**src/rtl/sum_burst_accumulator.sv**
```systemverilog
// sum_burst_accumulator
//  Captures each {s8_cout,s8_sum} adder result as a 9-bit unsigned sample.
//  Accumulates BURST_LEN samples into an ACC_W-bit total.
//  Presents the total, the number of carry events and a sticky overflow flag
//  on a valid/ready output port.
//  Optional feature macro: SUM_ACC_SAT_EN. When it is defined, the
//  accumulator saturates at all-ones instead of wrapping.
module sum_burst_accumulator #(
   parameter int ACC_W     = 16,
   parameter int BURST_LEN = 4
) (
   input  logic             clk,
   input  logic             rst,
   input  logic             clear,
   input  logic             in_valid,
   output logic             in_ready,
   input  logic [7:0]       s8_sum,
   input  logic             s8_cout,
   output logic             out_valid,
   input  logic             out_ready,
   output logic [ACC_W-1:0] acc_out,
   output logic [7:0]       carry_cnt,
   output logic             ovf
);

   typedef enum logic [1:0] {
      IDLE  = 2'd0,
      ACCUM = 2'd1,
      DONE  = 2'd2
   } state_t;

   // Index of the sample that completes a burst.
   localparam logic [7:0] LAST_IDX = 8'(BURST_LEN - 1);

   state_t           state_q, state_d;
   logic [ACC_W-1:0] acc_q, acc_d;
   logic [7:0]       count_q, count_d;
   logic [7:0]       carry_cnt_q, carry_cnt_d;
   logic             ovf_q, ovf_d;
   logic             out_valid_q, out_valid_d;

   logic [ACC_W-1:0] sample;
   logic [ACC_W:0]   sum_full;
   logic             add_carry;
   logic [ACC_W-1:0] acc_add;
   logic             accept;

   // Add path: widen the sample, add with one spare bit to catch the carry out of ACC_W.
   always_comb begin
      sample    = ACC_W'({s8_cout, s8_sum});
      sum_full  = {1'b0, acc_q} + {1'b0, sample};
      add_carry = sum_full[ACC_W];
`ifdef SUM_ACC_SAT_EN
      acc_add   = add_carry ? {ACC_W{1'b1}} : sum_full[ACC_W-1:0];
`else
      acc_add   = sum_full[ACC_W-1:0];
`endif
   end

   // Handshake: the block stays closed while a result is held or reset is asserted.
   always_comb begin
      in_ready = (state_q != DONE) & ~rst;
      accept   = in_valid & in_ready & ~clear;
   end

   // Next-state logic: clear wins; otherwise accumulate in IDLE/ACCUM, hand off in DONE.
   always_comb begin
      state_d     = state_q;
      acc_d       = acc_q;
      count_d     = count_q;
      carry_cnt_d = carry_cnt_q;
      ovf_d       = ovf_q;
      out_valid_d = out_valid_q;

      if (clear) begin
         state_d     = IDLE;
         acc_d       = '0;
         count_d     = '0;
         carry_cnt_d = '0;
         ovf_d       = 1'b0;
         out_valid_d = 1'b0;
      end else begin
         case (state_q)
            IDLE, ACCUM: begin
               if (accept) begin
                  acc_d       = acc_add;
                  count_d     = count_q + 8'd1;
                  carry_cnt_d = carry_cnt_q + {7'd0, s8_cout};
                  ovf_d       = ovf_q | add_carry;
                  if (count_q == LAST_IDX) begin
                     state_d     = DONE;
                     out_valid_d = 1'b1;
                  end else begin
                     state_d = ACCUM;
                  end
               end
            end
            DONE: begin
               if (out_ready) begin
                  state_d     = IDLE;
                  acc_d       = '0;
                  count_d     = '0;
                  carry_cnt_d = '0;
                  ovf_d       = 1'b0;
                  out_valid_d = 1'b0;
               end
            end
            default: begin
               state_d     = IDLE;
               out_valid_d = 1'b0;
            end
         endcase
      end
   end

   // State registers with synchronous reset back to an empty IDLE burst.
   always_ff @(posedge clk) begin
      if (rst) begin
         state_q     <= IDLE;
         acc_q       <= '0;
         count_q     <= '0;
         carry_cnt_q <= '0;
         ovf_q       <= 1'b0;
         out_valid_q <= 1'b0;
      end else begin
         state_q     <= state_d;
         acc_q       <= acc_d;
         count_q     <= count_d;
         carry_cnt_q <= carry_cnt_d;
         ovf_q       <= ovf_d;
         out_valid_q <= out_valid_d;
      end
   end

   assign out_valid = out_valid_q;
   assign acc_out   = acc_q;
   assign carry_cnt = carry_cnt_q;
   assign ovf       = ovf_q;

endmodule

```
**config.mk**
```make
export PLATFORM = sky130hd
export DESIGN_NAME = sum_burst_accumulator
export DESIGN_NICKNAME = d
export VERILOG_FILES = /design/src/rtl/sum_burst_accumulator.sv
export SDC_FILE = /design/constraint.sdc
export NUM_CORES = 1
export LEC_CHECK = 0
export BUFFER_PORTS_ARGS = -buffer_cell sky130_fd_sc_hd__clkbuf_2
export CAP_MARGIN = 25
export CORE_MARGIN = 2
export CORE_UTILIZATION = 50
export DETAILED_ROUTE_END_ITERATION = 8
export GPL_ROUTABILITY_DRIVEN = 0
export HOLD_SLACK_MARGIN = 0.06
export PLACE_DENSITY = 0.73
export SLEW_MARGIN = 10
export SYNTH_ARGS = -nofsm -noshare
export SYNTH_HDL_FRONTEND = slang
export SYNTH_SLANG_ARGS = --single-unit
```
**constraint.sdc**
```tcl
create_clock -name clk -period 6.6 [get_ports clk]
set_clock_uncertainty 0.2 [all_clocks]
set_input_delay 1.32 -clock clk [delete_from_list [all_inputs] [get_ports clk]]
set_output_delay 1.32 -clock clk [all_outputs]
set_load 0.01 [all_outputs]
```
==> impl_metrics.env, run 1 <==
export IMPL_status="finished clean"
export IMPL_postCtsHoldBufs=0
export IMPL_pwr_density_cell_nw_per_um2=207
export IMPL_drtAntennaViolNets=0
export IMPL_crit_family="compound AO/OA/AOI/OAI gates"
export IMPL_clockBufferDepth=2
export IMPL_dp_cells=307
export IMPL_tightest_slew_ns=0.912
export IMPL_synth_area_um2=1920
export IMPL_dieArea_um2=4360
export IMPL_fin_crit_sh_pct=49.2
export IMPL_cts_tree="built"
export IMPL_slew_headroom_pct=39.2
export IMPL_drv_slew=0
export IMPL_post_route_cells_drive_above_1_share_pct=20.2
export IMPL_overflow=0
export IMPL_ctsResizeCount=0
export IMPL_core_area_um2=3690
export IMPL_wl_per_cell_um=13.3
export IMPL_setup_tns_final_ns=0
export IMPL_dp_hpwl_um=3070
export IMPL_crit_start="s8_sum[0]"
export IMPL_ir_drop_mv=0.105
export IMPL_synth_top_cell_by_area="dfxtp_1"
export IMPL_critPathSlowestCell="fa_1"
export IMPL_synth_async_reset_ratio_pct=0
export IMPL_grt_max_degree=19
export IMPL_grt_pass1_wl_um=7130
export IMPL_avgViaCountPerCell=5.57
export IMPL_rsz0062_at_grt="no"
export IMPL_max_freq_mhz=308
export IMPL_cp_max_fo=4
export IMPL_synth_enable_flop_cells=0
export IMPL_critPathMaxStageDelay_ns=0.37
export IMPL_die_h_um=66.0
export IMPL_cp_cell_sequence="clkbuf_2, ha_1, inv_1, fa_1, nand2b_1, a21oi_1, o21bai_1, a211oi_4, nand3_1, mux2i_1"
export IMPL_htreeDepth=2
export IMPL_worstSetupEndpointType="register"
export IMPL_n_antenna_cell=0
export IMPL_syn2layout_area_growth_pct=18.2
export IMPL_cp_data_required_time_ns=6.58
export IMPL_crit_arrival_ns=3.23
export IMPL_setup_viol=0
export IMPL_critPathLaunchType="input port"
export IMPL_drc=0
export IMPL_grt_total_usage_pct=21.5
export IMPL_yosys_top_cells_count="dfxtp_1 (36), nor2_1 (26), nand2_1 (24)"
export IMPL_synth_area_leaders="dfxtp_1 (37%), ha_1 (7.8%), nor2_1 (5.1%)"
export IMPL_layout_nets=293
export IMPL_holdWs_ns=0.278
export IMPL_layout_cells_non_filler=315
export IMPL_drtIter0Drc=69
export IMPL_synthCells=223
export IMPL_finalHoldViolations=0
export IMPL_cts_root_buffer="clkbuf_8"
export IMPL_clk_pin_slew_ns=0.07
export IMPL_leakagePower_nw=1.02
export IMPL_yosysMostFrequentCell="dfxtp_1"
export IMPL_start_util_pct=52.1
export IMPL_yosysSeqAreaShare_pct=37.5
export IMPL_cts_buffers_inserted=5
export IMPL_die_w_um=66.0
export IMPL_hold_start="acc_out[7]"
export IMPL_antenna_found_initial=0
export IMPL_via_count=1755
export IMPL_cts_sinks=36
export IMPL_yosys_warnings=0
export IMPL_cp_num_buf_inv=2
export IMPL_ys_ff_latch=36
export IMPL_fp_row_count=22
export IMPL_grt_pass1_vias=1584
export IMPL_ios=41
export IMPL_cap_violations=0
export IMPL_post_cts_buffers=0
export IMPL_reg2reg_from="acc_out[0]"
export IMPL_wl_um=4190
export IMPL_fin_crit_ns=3.25
export IMPL_hold_class="reg2reg"
export IMPL_synth_cell_types=44
export IMPL_crit_type="in2reg"
export IMPL_synth_top_area_share_pct=37.5
export IMPL_clock_latency_ns=0.30
export IMPL_synth_fp_nets=250
export IMPL_syn_area_per_cell_um2=8.62
export IMPL_firstDrtPassIters=4
export IMPL_port_buffers=40
export IMPL_synth_flop_cell="dfxtp_1"
-- flip-flops by register name (all words and copies together), names as in the netlist --
| signal | cells |
|---|---|
| out_valid | 1 |
| state_q | 2 |
| ovf | 1 |
| carry_cnt | 8 |
| acc_out | 16 |
| count_q | 8 |
-- stage by stage --
stage	worst slack [ns]	area [µm²]	utilization [%]	power, W
floorplan	3.35	1920	-	0.000263
CTS	3.35	2270	61.6	0.000474
global placement	3.10	2160	58.6	0.000278
finish	3.35	2270	61.6	0.000470
global route	3.23	2270	61.6	0.000495
detailed placement	3.04	2160	58.6	0.000279
-- cell type report --
cell class	instances	area [µm²]
fillers	349	1420
multi-input cells	177	1160
flip-flops and latches	36	721
repair buffers	40	200
clock buffers	5	68.8
well taps	48	60.1
clock inverters	3	42.5
inverters	6	22.5
-- worst min-delay path, cell delays in order, from the launching register on --
cell	delay [ns]
dfxtp_1	0.33
nand2_1	0.06
a21oi_1	0.05
-- final timing paths --
| check | depth (start not counted) | end | slack, ns |
|---|---|---|---|
| max | 10 | acc_out[12] | 3.35 |
| min | 2 | acc_out[7] | 0.28 |
| max reg2reg | 9 | acc_out[12] | 4.07 |
| min reg2reg | 2 | acc_out[7] | 0.28 |
-- placed cells by master, fill, tap and decap left out, types with 2 or more instances in the layout --
| master | count |
|---|---|
| and3_1 | 2 |
| o211ai_1 | 2 |
| xor2_1 | 8 |
| xnor2_1 | 6 |
| a21o_1 | 2 |
| nor2_1 | 26 |
| nand3b_1 | 2 |
| ha_1 | 12 |
| nor2b_1 | 2 |
| nand4_4 | 2 |
| nand3_1 | 13 |
| a22oi_1 | 4 |
| nand4_1 | 2 |
| nand2_1 | 24 |
| clkbuf_2 | 40 |
| mux2i_1 | 2 |
| a21oi_1 | 18 |
| o21ai_0 | 11 |
| nor3_1 | 5 |
| or4_1 | 3 |
| dfxtp_1 | 36 |
| a211oi_1 | 2 |
| or3_1 | 4 |
| nand2b_1 | 7 |
| clkbuf_8 | 5 |
| inv_1 | 6 |
-- layer usage --
metal / wire length [µm] / global-route usage [%] / vias up
li1: - / - / 888
met1: 1970 / 27.3 / 817
met2: 1950 / 35.0 / 42
met3: 200 / 4.09 / 8
met4: 65 / 9.95 / 0
met5: 0 / 0 / -
-- report_power, final --
group	leakage, nW	internal [W]	switching, W	total, W
registers	0.291	0.000221	0.00000333	0.000224
clock network	0.0541	0.000112	0.0000835	0.000195
logic	0.679	0.0000201	0.0000304	0.0000506
-- cells by family (layout without fill, tap and decap cells) --
logic type | count (synthesis) | after routing | synth area share (%)
xor gates and xnor gates | 14 | 14 | 6.38
adders and majority gates | 13 | 13 | 8.85
DFF | 36 | 36 | 37.5
and+or+nand+nor | 101 | 101 | 28.6
AOI/OAI and AO/OA | 47 | 47 | 15.4
muxes | 2 | 2 | 1.04
buffers and inverters | 10 | 54 | 2.34
Power figures use the tool's default switching activity.
==> inputs of run 2 (changes only) <==
--- a/config.mk
+++ b/config.mk
@@ -8,11 +8,11 @@
 export BUFFER_PORTS_ARGS = -buffer_cell sky130_fd_sc_hd__clkbuf_2
 export CAP_MARGIN = 25
 export CORE_MARGIN = 2
-export CORE_UTILIZATION = 50
+export CORE_UTILIZATION = 49
 export DETAILED_ROUTE_END_ITERATION = 8
 export GPL_ROUTABILITY_DRIVEN = 0
 export HOLD_SLACK_MARGIN = 0.06
-export PLACE_DENSITY = 0.73
+export PLACE_DENSITY = 0.75
 export SLEW_MARGIN = 10
 export SYNTH_ARGS = -nofsm -noshare
 export SYNTH_HDL_FRONTEND = slang
==> constraint.sdc (replaced) <==
create_clock -name clk -period 2.7 [get_ports clk]
set_clock_uncertainty 0.2 [all_clocks]
set_input_delay 0.54 -clock clk [delete_from_list [all_inputs] [get_ports clk]]
set_output_delay 0.54 -clock clk [all_outputs]
set_load 0.01 [all_outputs]
==> impl_metrics.env, run 2 (synthesized netlist as in run 1, its figures left out) <==
export IMPL_final_common_cell="clkbuf_2"
export IMPL_regToRegSetupSlack_ns=0.31
export IMPL_postCtsHoldBufs=0
export IMPL_hold_start="acc_out[0]"
export IMPL_wl_um=4110
export IMPL_reg2regPathDepth=9
export IMPL_hold_class="reg2reg"
export IMPL_worstSetupEndpointType="register"
export IMPL_wl_per_cell_um=12.7
export IMPL_r2r_end="acc_out[12]"
export IMPL_min_path_cells=2
export IMPL_critPathLaunchType="register"
export IMPL_clk_pin_slew_ns=0.07
export IMPL_port_buffers=40
export IMPL_use_met3_pct=6.25
export IMPL_syn2layout_area_growth_pct=21.1
export IMPL_cts_buffers_inserted=5
export IMPL_rsz0062_at_grt="no"
export IMPL_crit_arrival_ns=2.38
export IMPL_clockBufferDepth=2
export IMPL_antenna_found_initial=0
export IMPL_slew_headroom_pct=75.9
export IMPL_max_freq_mhz=419
export IMPL_critPathSlowestCell="fa_1"
export IMPL_pwr_density_cell_nw_per_um2=492
export IMPL_grtUsageMet2_pct=32.8
export IMPL_met1_usage_pct=27.9
export IMPL_firstDrtPassIters=7
export IMPL_overflow=0
export IMPL_cp_data_required_time_ns=2.69
export IMPL_via_count=1724
export IMPL_regArea_um2=721
export IMPL_ios=41
export IMPL_multi_input_area_um2=1160
export IMPL_fillerInstances=365
export IMPL_fin_crit_sh_pct=88.4
export IMPL_grt_total_usage_pct=21.4
export IMPL_grt_pass1_vias=1636
export IMPL_tightest_slew_ns=0.358
export IMPL_power_w=0.00115
export IMPL_cp_cell_sequence="ha_1, inv_1, fa_1, nand2b_1, a21oi_1, o21bai_1, a211oi_4, nand3_1, mux2i_1"
export IMPL_core_area_um2=3720
export IMPL_cts_root_buffer="clkbuf_8"
export IMPL_crit_type="reg2reg"
export IMPL_avgViaCountPerCell=5.34
export IMPL_drc=0
export IMPL_fp_row_count=22
export IMPL_gr_max_usage_layer="met2"
export IMPL_reg2reg_from="acc_out[0]"
export IMPL_drtAntennaViolNets=0
export IMPL_die_h_um=66.6
export IMPL_status="finished clean"
export IMPL_htreeDepth=2
export IMPL_final_cell_mix="clkbuf_2 (40), dfxtp_1 (36), nor2_1 (26)"
export IMPL_leakagePower_nw=1.06
export IMPL_min_to="acc_out[0]"
export IMPL_n_antenna_cell=0
export IMPL_cap_violations=0
export IMPL_layout_nets=301
export IMPL_setup_viol=0
export IMPL_crit_start="acc_out[0]"
export IMPL_dp_hpwl_um=3060
export IMPL_cts_tree="built"
export IMPL_ctsResizeCount=0
export IMPL_largest_reg_flops=16
export IMPL_grt_pass1_wl_um=7140
export IMPL_setup_tns_final_ns=0
export IMPL_drv_slew=0
export IMPL_critPathMaxStageDelay_ns=0.37
export IMPL_die_w_um=66.6
export IMPL_finalHoldViolations=0
export IMPL_cts_sinks=36
export IMPL_cp_max_fo=4
export IMPL_ir_drop_mv=0.389
export IMPL_post_cts_buffers=0
export IMPL_clock_latency_ns=0.29
export IMPL_dieArea_um2=4440
export IMPL_start_util_pct=51.8
export IMPL_drtIter0Drc=44
export IMPL_fin_crit_ns=2.39
export IMPL_post_route_cells_drive_above_1_share_pct=22.2
export IMPL_grt_max_degree=14
-- run 2: cell types whose count changed in the layout (fill, tap and decap cells not counted), sizes merged --
cell,previous run,this run
clkbuf,45,46
buf,0,8
clkinvlp,1,0
-- run 2: final cells by class --
cell class                      instances  area share, %
Clock buffer                            6           3.12
Clock inverter                          2           1.50
Inverter                                6          0.967
Multi-Input combinational cell        177           49.7
Sequential cell                        36           31.0
Tap cell                               48           2.58
Timing Repair Buffer                   48           11.2
-- run 2: critical path: cells and delay by family, from the launching register on --
| family | cells | cell delay [ns] |
|---|---|---|
| buffers and inverters | 1 | 0.06 |
| and+or+nand+nor | 2 | 0.32 |
| muxes | 1 | 0.13 |
| adders and majority gates | 2 | 0.56 |
| DFF | 1 | 0.35 |
| AOI/OAI and AO/OA | 3 | 0.68 |
-- run 2: worst max path at each step --
stage | to | slack [ns] | cells after the start
after floorplan | acc_out[12] | 0.23 | 9
after global placement | acc_out[12] | 0.10 | 10
after detailed placement | acc_out[12] | 0.05 | 10
after CTS | acc_out[12] | 0.30 | 9
after global routing | acc_out[12] | 0.16 | 9
final | acc_out[12] | 0.31 | 9
-- run 2: power breakdown --
| part | internal [W] | switching [W] | leakage [nW] |
|---|---|---|---|
| Combinational | 0.0000553 | 0.0000735 | 0.717 |
| Sequential | 0.000539 | 0.00000825 | 0.291 |
| Clock | 0.000274 | 0.000195 | 0.0552 |
| Total | 0.000869 | 0.000276 | 1.06 |
-- run 2: per-stage QoR --
stage	hold WS [ns]	setup slack, ns	instances	util [%]	instance area [µm²]
after floorplan	0.266	0.232	223	-	1920
after global placement	0.263	0.101	315	59.8	2220
after detailed placement	0.276	0.0550	315	59.8	2220
after CTS	0.286	0.305	323	62.7	2330
after global routing	0.315	0.159	323	62.7	2330
final	0.276	0.313	323	62.7	2330
-- run 2: routing by layer --
layer / share of wire, % / vias up
li1: - / 898
met1: 51 / 777
met2: 42 / 41
met3: 5.0 / 8
met4: 1.9 / 0
met5: 0 / -
